**config.mk**
```make
export PLATFORM = sky130hd
export DESIGN_NAME = grf_wdemux
export DESIGN_NICKNAME = d
export VERILOG_FILES = /design/src/rtl/mips_defs.sv /design/src/rtl/demux_onehot.sv /design/src/rtl/grf_wdemux.sv
export SDC_FILE = /design/constraint.sdc
export NUM_CORES = 2
export LEC_CHECK = 0
export CORE_MARGIN = 1
export CORE_UTILIZATION = 63
export DETAILED_ROUTE_END_ITERATION = 6
export PLACE_DENSITY = 0.81
export SLEW_MARGIN = 5
export SYNTH_ARGS = -nofsm -noshare
export SYNTH_HDL_FRONTEND = slang
export SYNTH_HIERARCHICAL = 1
export SYNTH_SLANG_ARGS = --single-unit
```
**constraint.sdc**
```tcl
create_clock -name clk -period 67.7 [get_ports clk]
set_input_delay 13.54 -clock clk [delete_from_list [all_inputs] [get_ports clk]]
set_output_delay 13.54 -clock clk [all_outputs]
set_load 0.01 [all_outputs]
```
**src/rtl/mips_defs.sv**
```systemverilog
// mips_defs: shared register-file constants for the MIPS core
package mips_defs;
    localparam int REG_ZERO = 0;
    localparam int REG_RA = 31;
    localparam int DEF_ADDR_W = 5;
    localparam int DEF_WIDTH = 32;
endpackage

```
**src/rtl/demux_onehot.sv**
```systemverilog
// demux_onehot: one-hot write-address decoder with the $zero slot masked off
module demux_onehot
    import mips_defs::*;
#(
    parameter int N = 32,
    parameter int AW = $clog2(N)
) (
    input  logic          en,
    input  logic [AW-1:0] addr,
    output logic [N-1:0]  sel
);
    always_comb begin
        sel = '0;
        for (int i = 0; i < N; i++) sel[i] = en && (addr == AW'(i)) && (i != REG_ZERO);
    end
endmodule

```
**src/rtl/grf_wdemux.sv**
```systemverilog
// grf_wdemux: 32-entry register file with demuxed write port, two read ports and optional bypass
module grf_wdemux
    import mips_defs::*;
#(
    parameter int WIDTH = DEF_WIDTH,
    parameter int ADDR_W = DEF_ADDR_W,
    parameter int BYPASS = 1
) (
    input  logic              clk,
    input  logic              reset,
    input  logic [ADDR_W-1:0] ra1,
    input  logic [ADDR_W-1:0] ra2,
    output logic [WIDTH-1:0]  rd1,
    output logic [WIDTH-1:0]  rd2,
    input  logic              we,
    input  logic [ADDR_W-1:0] wa,
    input  logic [WIDTH-1:0]  wd,
    output logic              wr_fire,
    output logic [ADDR_W-1:0] wr_addr_q
);
    localparam int N = 2 ** ADDR_W;
    logic [N-1:0] sel;
    logic [WIDTH-1:0] regs_q [N-1:1];
    logic [WIDTH-1:0] regs_d [N-1:1];
    logic wr_fire_q, wr_fire_d;
    logic [ADDR_W-1:0] wr_addr_d;
    demux_onehot #(.N(N), .AW(ADDR_W)) u_dec (.en(we), .addr(wa), .sel(sel));
    // sel already excludes $zero, so sel[raN] is exactly the bypass hit condition
    always_comb begin
        regs_d = regs_q;
        for (int i = 1; i < N; i++) regs_d[i] = sel[i] ? wd : regs_q[i];
        wr_fire_d = |sel;
        wr_addr_d = wr_fire_d ? wa : wr_addr_q;
        rd1 = reset ? '0 : (BYPASS != 0 && sel[ra1]) ? wd : (ra1 == ADDR_W'(REG_ZERO)) ? '0 : regs_q[ra1];
        rd2 = reset ? '0 : (BYPASS != 0 && sel[ra2]) ? wd : (ra2 == ADDR_W'(REG_ZERO)) ? '0 : regs_q[ra2];
    end
    always_ff @(posedge clk or posedge reset) begin
        if (reset) begin
            for (int i = 1; i < N; i++) regs_q[i] <= '0;
            wr_fire_q <= 1'b0;
            wr_addr_q <= '0;
        end else begin
            regs_q <= regs_d;
            wr_fire_q <= wr_fire_d;
            wr_addr_q <= wr_addr_d;
        end
    end
    assign wr_fire = wr_fire_q;
endmodule

```
==> impl_metrics.yaml <==
global_route:
  overflow: 0
  top_usage_layer: "met2"
  grt_use_met3_pct: 18.6
  grt_use_met2_pct: 59.8
  grt_use_total_pct: 43.6
  first_global_vias: 40000
  grt_max_degree: 145
  grt_antenna_before_repair: 12
  grt_util_met1_pct: 57.0
  grt_pass1_wl_um: 279000
worst_setup_path:
  startpoint: "wa[1]"
  end_kind: "output port"
  crit_fanout: 39
  reg2reg_from: "regs_q[15]"
  worstPathArrival_ns: 19.29
  crit_type: "in2out"
  start_kind: "primary input"
  worstPathRequired_ns: 54.16
placed_design:
  place_congestion: 0.941
  port_buffers: 119
  dp_hpwl_um: 110000
route:
  drt_pass1_iterations: 7
  num_vias: 40200
  detail_route.iter0.violations: 6124
  route.detailed.wl_per_inst_um: 37.5
  drc: 3
  routed_wl_um: 192000
  via_per_inst: 7.86
  ant_nets: 0
timing:
  max_freq_mhz: 30.5
  tns_ns: 0
  relSlewSlack_pct: 12.2
  rsz0062_at_grt: "no"
  slew_violations: 0
  min_period_over_period_pct: 48.5
  hold_viol: 0
  worstMarginPinSlew_ns: 1.31
  fin_skew_ns: 0
  setup_viol: 0
  period_minus_slack_ns: 32.83
yosys:
  syn_area_per_cell_um2: 13.8
  synthCells: 3971
  yosysUniqueCellTypes: 62
  ys_async_sr_fraction_pct: 100
  synthTopCellsByArea: "dfrtp_1, mux2_2, mux4_2"
  syn-num-nets: 4021
  yosys_warnings: 6
  synthesis.area_mm2: 0.0548
  yosys.area.top_type: "dfrtp_1"
  netlist.area_leader.share_pct: 45.5
  synthFlopType: "dfrtp_1"
  yosysSeqAreaShare_pct: 45.5
  ys_seq_elements: 998
  synth_enable_flop_cells: 0
clock_tree:
  cts_tree: "yes"
  cts_buffers: 104
  path_clk_slew_ns: 0.06
  insertion_delay_ns: 0.69
  cts.sinks: 998
  cts_resized: 0
  cts_root_buffer: "clkbuf_16"
  post-cts-setup-buffers: 0
  h-tree-depth: 3
  cts_buffer_depth: 3
  cts_hold_buf: 0
finish:
  layout-drive-gt1-share_pct: 45.8
  final_core_util_pct: 70.6
  layout_common_cells: "mux2_2, dfrtp_1, mux4_2, mux2i_1, buf_4"
  fillerInstances: 5669
  nets: 3922
  syn_to_final_growth_pct: 10.4
  final_common_cell: "mux2_2"
worst_hold_path:
  hp-class: "reg2reg"
  hp-start: "wr_addr_q[4]"
die:
  initial_core_util_pct: 64.0
  die_height_um: 297
  pin_count: 120
  die_w_um: 297
  core_area_mm2: 0.0857
  rows: 107
  die_area_mm2: 0.0882
outcome:
  violations: "DRC"
  outcome: "complete, but fails checks"
pwr:
  leakage_nw: 25.8
  powerDensity_mw_per_mm2: 30.1
  vdd_drop_max_mv: 0.0244
job:
  max_cap_viol_count: 0
-- cells in the mapped netlist (17+ instances only) --
cell type / number
mux4_2: 370
clkbuf_1: 258
a211oi_1: 17
a221oi_1: 70
nand2_1: 80
dfrtp_1: 998
nand3_1: 38
buf_4: 33
a22oi_1: 80
o22ai_1: 57
nor2_1: 136
nor2b_1: 22
nor3_1: 32
mux2i_1: 236
buf_1: 78
mux2_2: 1080
buf_2: 67
a21oi_1: 61
a221o_1: 17
o21ai_0: 53
-- flip-flops by register name (all words and copies together) (netlist names) --
| register | cells |
|---|---|
| wr_addr_q | 5 |
| regs_q | 992 |
| wr_fire | 1 |
-- stage by stage --
step | hold WS, ns | total power [mW] | setup WS (ns) | instance area [um2] | std cells
4_1_cts | 0.512 | 1.80 | 35.18 | 60500 | 5107
3_3_place_gp | 0.496 | 1.17 | 35.30 | 56800 | 4910
6_report | 0.507 | 1.82 | 34.87 | 60500 | 5112
3_5_place_dp | 0.499 | 1.19 | 35.22 | 56800 | 4910
2_1_floorplan | 0.492 | 1.07 | 7.32 | 54800 | 3971
5_1_grt | 0.538 | 1.87 | 34.97 | 60500 | 5107
-- per-layer routing --
metal	part of all wire, %	routed length [um]
met4	7.8	15000
met3	16	30100
met1	35	66600
met5	0.13	242
met2	42	79800
-- where the power goes --
part / total, mW / switching [mW] / internal [mW]
combinational: 0.389 / 0.172 / 0.216
sequential: 0.807 / 0.0940 / 0.713
clock: 0.624 / 0.256 / 0.367
-- cell type report --
type	instances	area, um2	area share (%)
Clock buffer	147	3010	4.97
Tap cell	1144	1430	2.36
Timing Repair Buffer	236	2150	3.55
Antenna cell	5	12.5	0.0207
Inverter	10	45.0	0.0744
Clock inverter	50	693	1.15
Multi-Input combinational cell	2522	28200	46.6
Sequential cell	998	25000	41.3
-- cell families (layout without fill, tap and decap cells) --
group           Yosys count  in the layout  share of synthesized area, %
other cells               1              6                       0.00684
mux                    1687           1687                          41.7
flops                   998            998                          45.5
buf+inv                 451            443                          3.53
compound gates          441            441                          5.79
simple gates            393            393                          3.43
-- critical path, stage by stage --
cell and delay (ns):
clkdlybuf4s50_1 0.52, nand2b_1 0.64, nor2_4 1.21, buf_4 0.45, mux4_2 0.29, mux2i_1 0.08, a2bb2oi_1 0.41, o311a_2 0.27
buf_4 0.70, nand3_1 0.17, o31ai_1 0.27, clkdlybuf4s50_1 0.67
-- final timing paths --
kind	to	slack, ns	cells past startpoint
max	rd1[2]	34.87	12
min	wr_addr_q[4]	0.51	1
max reg2reg	regs_q[15]	66.85	1
min reg2reg	wr_addr_q[4]	0.51	1
max in group asynchronous	regs_q[354]	50.87	7
min in group asynchronous	regs_q[926]	13.15	3
Power figures use the tool's default switching activity.
